<file path="config.mk">
export PLATFORM = sky130hd
export DESIGN_NAME = input_port_buffer
export DESIGN_NICKNAME = d
export VERILOG_FILES = /design/src/rtl/input_port_buffer.sv
export SDC_FILE = /design/constraint.sdc
export NUM_CORES = 1
export LEC_CHECK = 0
export CAP_MARGIN = 20
export CORE_ASPECT_RATIO = 1.5
export CORE_MARGIN = 8
export CORE_UTILIZATION = 54
export DETAILED_ROUTE_END_ITERATION = 16
export PLACE_DENSITY_LB_ADDON = 0.08
export SYNTH_ARGS = -nofsm -noshare
export SYNTH_HDL_FRONTEND = slang
export SYNTH_SLANG_ARGS = --single-unit
</file>
<file path="constraint.sdc">
create_clock -name clk -period 4.5 [get_ports clk]
set_clock_uncertainty 0.2 [all_clocks]
set_input_delay 0.45 -clock clk [delete_from_list [all_inputs] [get_ports clk]]
set_output_delay 0.45 -clock clk [all_outputs]
set_load 0.03 [all_outputs]
</file>
<file path="src/rtl/input_port_buffer.sv">
// input_port_buffer: per-input-port flit FIFO plus wormhole route latch.
// The flit at the FIFO front feeds route compute through head_dest. The
// returned one-hot request is held in route_reg until the packet's tail or
// single flit is popped.
// Optional feature macro: IBUF_ERR_CHECK_EN. When it is defined, the
// registered one-cycle err pulse is built. When it is not defined, err is
// tied low.
// Handshakes:
//   - Upstream push: flit_valid_in && ready_out. A flit offered while
//     ready_out is low is dropped.
//   - Downstream pop in ACTIVE: grant_in && !empty.
//   - A grant offered in IDLE or with an empty FIFO is ignored.
// Debug outputs: state_dbg (0 = IDLE, 1 = ACTIVE) and count_dbg (occupancy).
module input_port_buffer #(
    parameter int DEPTH  = 4,
    parameter int FLIT_W = 10
) (
    input  logic                         clk,
    input  logic                         rst,
    input  logic [FLIT_W-1:0]            flit_in,
    input  logic                         flit_valid_in,
    output logic                         ready_out,
    output logic [7:0]                   head_dest,
    input  logic [4:0]                   req_in,
    output logic [4:0]                   out_req,
    input  logic                         grant_in,
    output logic [FLIT_W-1:0]            flit_out,
    output logic                         err,
    output logic                         state_dbg,
    output logic [$clog2(DEPTH):0]       count_dbg
);

    localparam int AW = $clog2(DEPTH);
    localparam int CW = AW + 1;

    typedef enum logic {IDLE = 1'b0, ACTIVE = 1'b1} state_t;

    state_t          state;
    logic [4:0]      route_reg;
    // Set while the head that opened the packet has not yet been popped.
    // Any later head popped inside the packet is a protocol error.
    logic            first_pending;

    logic [FLIT_W-1:0] mem [DEPTH];
    logic [AW-1:0]     rd_ptr;
    logic [AW-1:0]     wr_ptr;
    logic [CW-1:0]     count;

    logic [FLIT_W-1:0] front;
    logic [1:0]        front_type;
    logic              empty;
    logic              push;
    logic              pop;
    logic              idle_route;
    logic              idle_discard;
    logic              active_pop;
    logic              stray_head;

    assign front      = mem[rd_ptr];
    assign front_type = front[FLIT_W-1 -: 2];
    assign empty      = (count == '0);
    assign ready_out  = (count < CW'(DEPTH));
    assign push       = flit_valid_in && ready_out;

    // Type bit 1 marks head/single, type bit 0 marks tail/single.
    assign idle_route   = (state == IDLE) && !empty && front_type[1];
    assign idle_discard = (state == IDLE) && !empty && !front_type[1];
    assign active_pop   = (state == ACTIVE) && !empty && grant_in;
    assign stray_head   = (state == ACTIVE) && !first_pending && (front_type == 2'b10);
    assign pop          = idle_discard || active_pop;

    assign head_dest = front[7:0];
    // A head arriving inside an open packet is passed on as a body flit.
    assign flit_out  = stray_head ? {2'b00, front[FLIT_W-3:0]} : front;
    // out_req comes only from flops. Reset therefore clears it at once.
    assign out_req   = (state == ACTIVE && !empty) ? route_reg : 5'b00000;

    assign state_dbg = state;
    assign count_dbg = count;

    // Flit storage is written on push. It is not reset because contents
    // behind the pointers are don't-care.
    always_ff @(posedge clk) begin
        if (push) begin
            mem[wr_ptr] <= flit_in;
        end
    end

    // Pointers and occupancy. Pointers wrap naturally (DEPTH is a power of two).
    always_ff @(posedge clk or negedge rst) begin
        if (!rst) begin
            rd_ptr <= '0;
            wr_ptr <= '0;
            count  <= '0;
        end else begin
            if (push) begin
                wr_ptr <= wr_ptr + AW'(1);
            end
            if (pop) begin
                rd_ptr <= rd_ptr + AW'(1);
            end
            if (push && !pop) begin
                count <= count + CW'(1);
            end else if (pop && !push) begin
                count <= count - CW'(1);
            end
        end
    end

    // Route FSM: latch the route on a front head, and release it when the
    // tail or single flit is popped.
    always_ff @(posedge clk or negedge rst) begin
        if (!rst) begin
            state         <= IDLE;
            route_reg     <= 5'b00000;
            first_pending <= 1'b0;
        end else begin
            case (state)
                IDLE: begin
                    if (idle_route && (req_in != 5'b00000)) begin
                        route_reg     <= req_in;
                        first_pending <= 1'b1;
                        state         <= ACTIVE;
                    end
                end
                ACTIVE: begin
                    if (active_pop) begin
                        first_pending <= 1'b0;
                        if (front_type[0]) begin
                            route_reg <= 5'b00000;
                            state     <= IDLE;
                        end
                    end
                end
                default: begin
                    state <= IDLE;
                end
            endcase
        end
    end

`ifdef IBUF_ERR_CHECK_EN
    logic err_q;
    logic err_next;

    assign err_next = (idle_route && (req_in == 5'b00000)) || idle_discard ||
                      (active_pop && stray_head);

    // Registered protocol-error pulse, high the cycle after the offending event.
    always_ff @(posedge clk or negedge rst) begin
        if (!rst) begin
            err_q <= 1'b0;
        end else begin
            err_q <= err_next;
        end
    end

    assign err = err_q;
`else
    assign err = 1'b0;
`endif

endmodule

</file>
==> summary.txt <==
Synth
  – Synth area leader: edfxtp_1
  – Synth area leaders: edfxtp_1, dfrtp_1, mux4_2, buf_4, ha_1
  – Number of flops mapped to enable cells by yosys: 40
  – Synth Cell Area: roughly 0.0023 mm^2
  – Post-Synthesis Cells: about 130
  – Synth unique cells: 30
  – Asr flop ratio synth: about 26%
  – Seq/Total Area, Yosys: 68.06%
  – Synthesis warning total: 0
  – Syn Nets: 156
  – Share of the synthesized area in the top cell type: about 53%
  – Syn Area/Cell: between 15 and 20 um^2
  – Synth Register Bits: 54
  – Main synth FF type: edfxtp_1

Clock tree
  – Clock Latency Late Sink: about 0.3 ns
  – Resized Gates After CTS: 0
  – Root Driver: clkbuf_8
  – Clock transition at path regs: approximately 0.080 ns
  – H-tree lvl count: 2
  – # hold bufs at CTS: 0
  – # clock sinks: 54
  – CTS tree: yes
  – Post-CTS setup buffers: 0
  – CTS buffer count: 5
  – Max clock buf depth: 2

Job
  – Max Cap Violations: 0

Power and ir drop
  – Power Internal: 0.001297 W
  – Switching portion of total power: about two fifths
  – Part of the power in registers: between 30% and 40%
  – Sw power: 0.0008154 W
  – Leakage: 1.039 nW
  – Clk network pwr share: approximately 14%
  – PD cells: 753.5 mW/mm^2
  – Power Total: ~0.0021 W
  – Logic pwr share: between 40 and 50%
  – Maximum VDD drop: between 0.0005 and 0.0006 V

Timing
  – Slew Viols, Final: 0
  – Rel. slew slack: between 50% and 60%
  – Tmin final: 3.274 ns
  – Final setup fails: 0
  – Final Cycle Share: between 70% and 80%
  – RSZ-0062 raised after global routing: false
  – Worst-Margin Slew: 0.7382 ns
  – Final Hold Viols: 0
  – Final hold slack: 0.2984 ns
  – Final setup TNS: 0 ns
  – Fmax achieved: 305.4 MHz

Floorplanning
  – Die H: around 96 um
  – Die W: ~70 um
  – I/O pins: 48
  – Die ar.: between 0.006 and 0.007 mm^2
  – Core area: around 0.0041 mm^2
  – Initial Utilization: 55.11%
  – Cell Rows: 29

Worst setup path
  – Critical-path maximum fanout: 12
  – Slowest CP cell: dfrtp_1
  – WP data arrival: between 2 and 3 ns
  – CP peak stage delay: 0.83 ns
  – Critical path launch point type: register
  – Required time worst endpoint: 3.85 ns
  – Crit-path cells: mux4_2, o31a_1, clkdlybuf4s50_1
  – CP Class: reg2out
  – Worst setup EP type: output pin
  – R2R setup slack: between 1.5 and 2 ns

Cells and area
  – Post-route cell area: 0.002804 mm^2
  – P&R area growth vs syn: 23.00%
  – Max reg flops: 40
  – Net count, final: a little under 200
  – Layout cells sized above 1: 11.18%
  – Ant diodes: 0

Routing
  – Drt first-iter violations: 52
  – Detailed-route vias per instance: between 5 and 6
  – DR vias: about 1200
  – Pre-antenna DRT Iters: 4
  – ANT nets after route: 0
  – Final wirelength: 4145 um
  – Routed WL per cell: ~19 um
  – DRC Markers: 0

Place
  – Placed cell area: roughly 0.0027 mm^2
  – GP Congestion: 0.7857
  – Placed wire-length estimate: slightly below 3000 um
  – PortBufs: 46

Run status
  – Status: finished clean

Global route
  – Initial antenna violation count: 0
  – First-pass GRT wire length: between 6000 and 7000 um
  – Grt ovf: 0
  – GRT Util Overall: 13.00%
  – Number of global-route vias before repair: 1320
  – Largest net degree at the start of global routing: 16

Hold path
  – Hold crit path type: reg2reg
[path summary, 6_finish.rpt]
kind,from,endpoint,depth (start not counted)
setup / recovery,rd_ptr[0],flit_out[9],3
hold / removal,route_reg[3],route_reg[3],1
setup reg to reg,rd_ptr[0],count_dbg[1],7
hold reg to reg,route_reg[3],route_reg[3],1
max in group asynchronous,rst,wr_ptr[1],1
min in group asynchronous,rst,first_pending,1
[critical path, delay by kind of cell, from the launching register on]
kind | cells | cell delay (ns)
AO/OA/AOI/OAI | 1 | 0.26
buffers and inverters | 1 | 0.59
flip-flops | 1 | 0.83
multiplexers | 1 | 0.64
[layer usage]
layer | part of all wire, % | GRT usage [%] | vias up
met3 | 5.7 | 4.792 | 6
met5 | 0 | 0 | -
met4 | 1.5 | 5.660 | 0
li1 | - | - | 556
met1 | 39 | 12.18 | 624
met2 | 54 | 24.67 | 35
[area by class of cell]
cell class | instances | area (um^2)
clock buffers | 5 | 68.82
clock inverters | 2 | 33.78
fillers | 303 | 1333
inverters | 5 | 18.77
multi-input cells | 58 | 613.1
flip-flops and latches | 54 | 1551
well taps | 46 | 57.56
repair buffers | 46 | 460.4
[kinds of logic after synthesis]
logic type / Yosys count / synth area share [%]
AO/OA/AOI/OAI: 13 / 4.994
XOR/XNOR: 6 / 2.305
AND/OR/NAND/NOR: 21 / 5.434
buffers and inverters: 19 / 5.049
multiplexers: 11 / 10.37
adder cells (fa/ha/maj): 6 / 3.622
other: 1 / 0.1645
flip-flops: 54 / 68.06
[per-stage QoR]
step / std cells / setup slack (ns) / util [%]
2_1_floorplan: 131 / 1.963 / -
3_3_place_gp: 209 / 1.558 / 65.31
3_5_place_dp: 209 / 1.499 / 65.31
4_1_cts: 216 / 1.157 / 67.79
5_1_grt: 216 / 1.053 / 67.79
6_report: 216 / 1.226 / 67.79
[cell usage in the layout, fill, tap and decap left out, types with 4 or more instances in the layout]
cell / synthesis / layout
ha_1: 5 / 5
mux4_2: 10 / 10
clkdlybuf4s50_1: 0 / 46
a22o_1: 5 / 5
and2_1: 4 / 4
clkbuf_8: 0 / 5
and3_1: 6 / 6
inv_1: 5 / 5
xnor2_1: 5 / 5
dfrtp_1: 14 / 14
edfxtp_1: 40 / 40
[power by group through the flow]
| stage | combinational (W) | clock, W | sequential, W |
|---|---|---|---|
| 6_report | 0.00104 | 0.000303 | 0.000766 |
| 5_1_grt | 0.00112 | 0.000324 | 0.000787 |
| 4_1_cts | 0.00106 | 0.000312 | 0.000770 |
| 3_5_place_dp | 0.00105 | 0 | 0.000781 |
| 3_3_place_gp | 0.00104 | 0 | 0.000770 |
| 2_1_floorplan | 0.000760 | 0 | 0.000751 |
[synth_stat cells, drive strengths merged (3+ instances only)]
| master | number |
|---|---|
| edfxtp | 40 |
| dfrtp | 14 |
| buf | 12 |
| mux4 | 10 |
| and3 | 7 |
| a22o | 5 |
| ha | 5 |
| inv | 5 |
| xnor2 | 5 |
| and2 | 4 |
| nand2 | 3 |
| nand3 | 3 |
Note: power is estimated with default switching activity, not from simulation.
